==> src/rtl/mem_ctrl_pkg.sv <==
// Shared encodings for the data-memory access stage: FSM states, operation
// codes and the latency counter type.
package mem_ctrl_pkg;

  localparam int CNT_W = 4;

  localparam logic [1:0] ST_IDLE  = 2'b00;
  localparam logic [1:0] ST_ISSUE = 2'b01;
  localparam logic [1:0] ST_WAIT  = 2'b10;
  localparam logic [1:0] ST_DONE  = 2'b11;

  localparam logic OP_READ  = 1'b0;
  localparam logic OP_WRITE = 1'b1;

  typedef logic [CNT_W-1:0] lat_cnt_t;

endpackage

==> src/rtl/mem_access_ctrl_if.sv <==
// Processor-side request/response and memory-side bus of the access stage.
// The master side is whoever issues requests and also models the data memory.
interface mem_access_ctrl_if #(
  parameter int WIDTH = 16
);

  logic             start;
  logic             op_we;
  logic [WIDTH-1:0] addr_in;
  logic [WIDTH-1:0] wdata_in;
  logic             busy;
  logic             done;
  logic             reg_wr;
  logic [WIDTH-1:0] rdata_out;
  logic             mem_en;
  logic             mem_we;
  logic [WIDTH-1:0] mem_addr;
  logic [WIDTH-1:0] mem_wdata;
  logic [WIDTH-1:0] mem_rdata;

  modport master (
    output start, op_we, addr_in, wdata_in, mem_rdata,
    input  busy, done, reg_wr, rdata_out, mem_en, mem_we, mem_addr, mem_wdata
  );

  modport slave (
    input  start, op_we, addr_in, wdata_in, mem_rdata,
    output busy, done, reg_wr, rdata_out, mem_en, mem_we, mem_addr, mem_wdata
  );

endinterface

==> src/rtl/lat_counter.sv <==
// Down-counter timing the memory read latency; flags the cycle in which the
// count is 1 so the next edge both reaches 0 and captures the read data.
module lat_counter
  import mem_ctrl_pkg::*;
(
  input  logic     clk,
  input  logic     rst_n,
  input  logic     load,
  input  lat_cnt_t val,
  output logic     zero_next
);

  lat_cnt_t count;

  // NOTE: state registers use non-blocking assignments with the async reset
  // in the sensitivity list, so every flop updates on the same edge.
  always_ff @(posedge clk or negedge rst_n) begin
    if (!rst_n) begin
      count <= '0;
    end else if (load) begin
      count <= val;
    end else if (count != '0) begin
      count <= count - lat_cnt_t'(1);
    end
  end

  assign zero_next = (count == lat_cnt_t'(1));

endmodule

==> src/rtl/mem_access_ctrl.sv <==
// Sequenced single read/write to a fixed-latency synchronous data memory,
// returning read data with a one-cycle destination-register write strobe.
module mem_access_ctrl
  import mem_ctrl_pkg::*;
#(
  parameter int WIDTH   = 16,
  parameter int MEM_LAT = 2
) (
  input logic               clk,
  input logic               rst_n,
  mem_access_ctrl_if.slave  bus
);

  logic [1:0]       state;
  logic             op_we_q;
  logic             cnt_load;
  logic             zero_next;

  logic             busy_q;
  logic             done_q;
  logic             reg_wr_q;
  logic             mem_en_q;
  logic             mem_we_q;
  logic [WIDTH-1:0] mem_addr_q;
  logic [WIDTH-1:0] mem_wdata_q;
  logic [WIDTH-1:0] rdata_q;

  // The counter is armed in the ISSUE cycle so WAIT lasts exactly MEM_LAT cycles.
  assign cnt_load = (state == ST_ISSUE) && (op_we_q == OP_READ);

  lat_counter u_lat_counter (
    .clk       (clk),
    .rst_n     (rst_n),
    .load      (cnt_load),
    .val       (lat_cnt_t'(MEM_LAT)),
    .zero_next (zero_next)
  );

  always_ff @(posedge clk or negedge rst_n) begin
    if (!rst_n) begin
      state       <= ST_IDLE;
      op_we_q     <= OP_READ;
      busy_q      <= 1'b0;
      done_q      <= 1'b0;
      reg_wr_q    <= 1'b0;
      mem_en_q    <= 1'b0;
      mem_we_q    <= 1'b0;
      mem_addr_q  <= '0;
      mem_wdata_q <= '0;
      rdata_q     <= '0;
    end else begin
      done_q   <= 1'b0;
      reg_wr_q <= 1'b0;
      mem_en_q <= 1'b0;
      mem_we_q <= 1'b0;

      case (state)
        ST_IDLE: begin
          if (bus.start) begin
            state      <= ST_ISSUE;
            busy_q     <= 1'b1;
            op_we_q    <= bus.op_we;
            mem_en_q   <= 1'b1;
            mem_we_q   <= bus.op_we;
            mem_addr_q <= bus.addr_in;
            if (bus.op_we == OP_WRITE) begin
              mem_wdata_q <= bus.wdata_in;
            end
          end
        end

        ST_ISSUE: begin
          if (op_we_q == OP_WRITE) begin
            state  <= ST_DONE;
            done_q <= 1'b1;
          end else begin
            state <= ST_WAIT;
          end
        end

        ST_WAIT: begin
          if (zero_next) begin
            state    <= ST_DONE;
            rdata_q  <= bus.mem_rdata;
            done_q   <= 1'b1;
            reg_wr_q <= 1'b1;
          end
        end

        ST_DONE: begin
          state  <= ST_IDLE;
          busy_q <= 1'b0;
        end
      endcase
    end
  end

  assign bus.busy      = busy_q;
  assign bus.done      = done_q;
  assign bus.reg_wr    = reg_wr_q;
  assign bus.rdata_out = rdata_q;
  assign bus.mem_en    = mem_en_q;
  assign bus.mem_we    = mem_we_q;
  assign bus.mem_addr  = mem_addr_q;
  assign bus.mem_wdata = mem_wdata_q;

endmodule

==> src/flat_wrapper.sv <==
// flat-port wrapper written by rule: the top's interface ports become plain ports
module mem_access_ctrl_flat import mem_ctrl_pkg::*;
#(
  parameter int WIDTH   = 16,
  parameter int MEM_LAT = 2
)
  (clk, rst_n, bus_start, bus_op_we, bus_addr_in, bus_wdata_in, bus_mem_rdata, bus_busy, bus_done, bus_reg_wr, bus_rdata_out, bus_mem_en, bus_mem_we, bus_mem_addr, bus_mem_wdata);
  mem_access_ctrl_if #(.WIDTH(WIDTH)) bus_i ();
  input logic clk;
  input logic rst_n;
  input wire logic [$bits(bus_i.start)-1:0] bus_start;
  input wire logic [$bits(bus_i.op_we)-1:0] bus_op_we;
  input wire logic [$bits(bus_i.addr_in)-1:0] bus_addr_in;
  input wire logic [$bits(bus_i.wdata_in)-1:0] bus_wdata_in;
  input wire logic [$bits(bus_i.mem_rdata)-1:0] bus_mem_rdata;
  output wire logic [$bits(bus_i.busy)-1:0] bus_busy;
  output wire logic [$bits(bus_i.done)-1:0] bus_done;
  output wire logic [$bits(bus_i.reg_wr)-1:0] bus_reg_wr;
  output wire logic [$bits(bus_i.rdata_out)-1:0] bus_rdata_out;
  output wire logic [$bits(bus_i.mem_en)-1:0] bus_mem_en;
  output wire logic [$bits(bus_i.mem_we)-1:0] bus_mem_we;
  output wire logic [$bits(bus_i.mem_addr)-1:0] bus_mem_addr;
  output wire logic [$bits(bus_i.mem_wdata)-1:0] bus_mem_wdata;
  assign bus_i.start = bus_start;
  assign bus_i.op_we = bus_op_we;
  assign bus_i.addr_in = bus_addr_in;
  assign bus_i.wdata_in = bus_wdata_in;
  assign bus_i.mem_rdata = bus_mem_rdata;
  assign bus_busy = bus_i.busy;
  assign bus_done = bus_i.done;
  assign bus_reg_wr = bus_i.reg_wr;
  assign bus_rdata_out = bus_i.rdata_out;
  assign bus_mem_en = bus_i.mem_en;
  assign bus_mem_we = bus_i.mem_we;
  assign bus_mem_addr = bus_i.mem_addr;
  assign bus_mem_wdata = bus_i.mem_wdata;
  mem_access_ctrl #(.WIDTH(WIDTH), .MEM_LAT(MEM_LAT)) u_core (.clk(clk), .rst_n(rst_n), .bus(bus_i));
endmodule
==> config.mk <==
export PLATFORM = sky130hd
export DESIGN_NAME = mem_access_ctrl_flat
export DESIGN_NICKNAME = d
export VERILOG_FILES = /design/src/rtl/mem_ctrl_pkg.sv /design/src/rtl/mem_access_ctrl_if.sv /design/src/rtl/lat_counter.sv /design/src/rtl/mem_access_ctrl.sv /design/src/flat_wrapper.sv
export SDC_FILE = /design/constraint.sdc
export NUM_CORES = 1
export LEC_CHECK = 0
export CORE_ASPECT_RATIO = 0.6
export CORE_MARGIN = 3
export CORE_UTILIZATION = 38
export CTS_CLUSTER_DIAMETER = 150
export DETAILED_ROUTE_END_ITERATION = 8
export GPL_TIMING_DRIVEN = 0
export PLACE_DENSITY = 0.85
export SETUP_SLACK_MARGIN = 0.5
export SLEW_MARGIN = 15
export SYNTH_ARGS = -nofsm -noshare
export SYNTH_HDL_FRONTEND = slang
export SYNTH_HIERARCHICAL = 1
export SYNTH_SLANG_ARGS = --single-unit
export TNS_END_PERCENT = 10
==> constraint.sdc <==
create_clock -name clk -period 1.5 [get_ports clk]
set_input_delay 0.225 -clock clk [delete_from_list [all_inputs] [get_ports clk]]
set_output_delay 0.225 -clock clk [all_outputs]
set_load 0.02 [all_outputs]
==> results.md <==
- Asr flop ratio synth: 100%
- I/O Pins: 105
- # rows: 22
- Nets: 350
- Psw: approximately 0.0033 W
- CP max FO: 4
- Vias in the first global route: 1717
- Die span in x: about 110 µm
- Antenna violations before repair: 0
- Synth cell types: 26
- CTS tree: built
- Sw frac: between 30 and 40%
- HPWL after detailed placement: 3990 µm
- Failing checks: hold timing, setup timing
- Post-synth top area share: between 60% and 70%
- Flops & latches, synth: 60
- Startpoint Class: register
- Pwr/cell area: 2220 nW/µm²
- RSZ-0062 raised after global routing: yes
- DRC: 0
- EDFF count, synth: 0
- Worst VDD drop: between 0.001 and 0.0015 V
- Num CTS Buffers: 9
- Worst setup path startpoint: u_core/state[1]$_DFFE_PN0P_
- Grt total ovfl: 0
- DR iter-0 viols: 66
- Cells after Synth: between 150 and 200
- CP Class: reg2reg
- CP max stage cell: dfrtp_2
- CORE AREA: a little over 6000 µm²
- Pre-CTS setup slack: -0.224 ns
- Final Critical Period: approximately 1.5 ns
- Final setup fails: 1
- DR vias/cell: roughly 4.6
- GP Congestion: about 0.72
- Max-Cap Viols: 0
- Number of buffers added on ports: ~100
- Gr usage total: between 10% and 20%
- First drt pass iteration count: 4
- Largest net degree at the start of global routing: 61
- Placed standard-cell area: 3660 µm²
- Synth top area cells: dfrtp_1 61%, mux2_2 19%, mux2_4 4.9%, ha_1 3.5%, inv_1 1.4%
- Reg clk slew, reported paths: approximately 0.070 ns
- Top_reg_cell synth: dfrtp_1
- Crit path max-delay family: flip-flops
- Reg power frac: ~34%
- Cell count along the critical path: 5
- Fmax achieved: 661 MHz
- Full die area: 7530 µm²
- Critical path cell sequence: inv_2 -> ha_4 -> inv_1 -> o21ai_2 -> mux2_2
- Inst Count DP: 350
- Wire per inst: around 15 µm
- CTS Sinks: 60
- Fillers: approximately 440
- Die Y: between 60 and 70 µm
- Critical Path RT: between 1.5 and 2 ns
- Critical path buffers and inverters: 2
- Clock latency on the worst-skew pair: between 0.3 and 0.4 ns
- TNS Setup: -0.0130 ns
- Netlist Area Pre-Place: ~2500 µm²
- Post-layout instance area: around 4000 µm²
- Internal: 0.00571 W
- Comb pwr share: between 50% and 60%
- Max incr delay on CP: ~0.43 ns
- Ant diodes: 0
- Tcrit/Tclk final: 101%
- Final setup skew: approximately 0.0077 ns
- FF-to-FF setup slack: -0.01 ns
- Final WS setup: -0.0130 ns
- WHS: -0.0500 ns
- Area leader, netlist: dfrtp_1
- HP Class: in2async
- Hold Vio Cnt, Final: 60
- H-tree levels: 3
- Starting density of the core: 39.8%
- Final cell count without fillers: between 300 and 400
- Outcome: complete, but fails checks
- Element type at the critical path end: register
- Root buffer cell: clkbuf_8
- Crit Reg-Reg Startpoint: u_core/state[1]$_DFFE_PN0P_
- WP data arrival: approximately 1.7 ns
- Slew HR: between 50% and 60%
- Max Slew Vio Count: 0
- Worst-margin pin slew: between 0.7 and 0.8 ns
- P&R area growth vs syn: 63.6%
- First-pass GRT wire length: about 8500 µm
- Sequential area share after synthesis: 60.9%
- Drt total wl: 5730 µm
- Critical Path End: u_core/state[1]$_DFFE_PN0P_
- Layout cell share with drive strength beyond 1: between 40% and 50%
- Synth warn: 6
- CTS Buffer Depth: 2
- R2r endpoint: u_core/state[1]$_DFFE_PN0P_
- Total number of vias: ~1700
- Clk pwr share: between 10% and 20%
- Antenna Nets Post-Route: 0
- Avg Synthesized Cell Area: between 15 and 20 µm²
- R2r worst-path depth: 5
- Leak: roughly 1.9 nW
## layer usage
metal / track usage [%] / vias up / wire [µm]
met5: 0 / - / 0
met4: 6.84 / 0 / 110
met3: 9.14 / 17 / 736
met2: 22.0 / 93 / 2460
met1: 18.4 / 822 / 2420
li1: - / 807 / -
## per-stage QoR
step	utilization [%]	total power (W)
after global placement	59.1	0.00705
after global routing	65.2	0.00948
final	65.2	0.00896
after CTS	62.4	0.00825
after floorplan	-	0.00526
after detailed placement	59.1	0.00722
## power groups by stage
stage | clock network [W] | logic (W) | registers, W
floorplan | 0 | 0.00150 | 0.00376
global route | 0.00140 | 0.00498 | 0.00311
finish | 0.00128 | 0.00467 | 0.00301
global placement | 0 | 0.00416 | 0.00289
CTS | 0.00134 | 0.00403 | 0.00288
detailed placement | 0 | 0.00428 | 0.00293
## cells in the final DEF, fill, tap and decap left out, drive strengths merged, types with 3 or more instances in the layout
master	n
dfrtp	60
buf	57
clkdlybuf4s50	50
mux2	50
clkbuf	17
inv	8
nand2	7
ha	7
dlygate4sd2	5
clkdlybuf4s15	4
conb	4
clkinv	3
nor3b	3
## Yosys cell counts, drive strengths merged, types with 2 or more instances
cell and n:
nor3b 3, o31ai 2, ha 7, dfrtp 60, inv 9, nand2 7, conb 2, o21ai 2
mux2i 2, mux2 50, xnor2 2, nor3 2, buf 4
## worst min path at each step
stage | cells after the start | endpoint
2_1_floorplan | 0 | u_core/bus.busy$_DFFE_PN0P_
3_3_place_gp | 1 | u_core/bus.mem_addr[4]$_DFFE_PN0P_
3_5_place_dp | 1 | u_core/bus.mem_addr[11]$_DFFE_PN0P_
4_1_cts | 1 | u_core/bus.mem_addr[7]$_DFFE_PN0P_
5_1_grt | 1 | u_core/bus.mem_addr[8]$_DFFE_PN0P_
6_report | 1 | u_core/bus.mem_addr[11]$_DFFE_PN0P_
## state kept, by name, indices dropped and copies added (netlist names)
| name | count |
|---|---|
| u_core/bus.mem_en | 1 |
| u_core/op_we_q | 1 |
| u_core/state | 2 |
| u_core/bus.reg_wr | 1 |
| u_core/bus.mem_addr | 16 |
| u_core/bus.busy | 1 |
| u_core/bus.rdata_out | 16 |
| u_core/u_lat_counter/count | 4 |
| u_core/bus.done | 1 |
| u_core/bus.mem_we | 1 |
| u_core/bus.mem_wdata | 16 |
## kinds of logic (layout without fill, tap and decap cells)
logic type      after synthesis  after routing  synth area share (%)
simple gates                 16             16                  4.51
buf+inv                      13            146                  2.79
flops                        60             60                  60.9
other cells                   2              4                 0.304
compound gates                8              8                  2.43
mux                          52             52                  24.8
fa+ha+maj                     7              7                  3.55
xor+xnor                      2              2                 0.710
## final cells by class
class	instances	area [µm²]	area share, %
sequential	60	1500	37.2
timing repair buffer	118	1160	28.8
multi-input combinational	89	998	24.7
clock buffer	11	151	3.75
tap	84	105	2.60
buffer	4	53.8	1.33
inverter	9	38.8	0.961
clock inverter	4	25.0	0.620
## what timing repair did
item / in CTS / in global routing
endpoints found under the hold margin: 60 / 0
setup buffers: 9 / 5
pin swaps: 1 / 2
gates resized for setup: 62 / 222
setup endpoints to repair: 113 / 113
(Power assumes the default switching activity.)
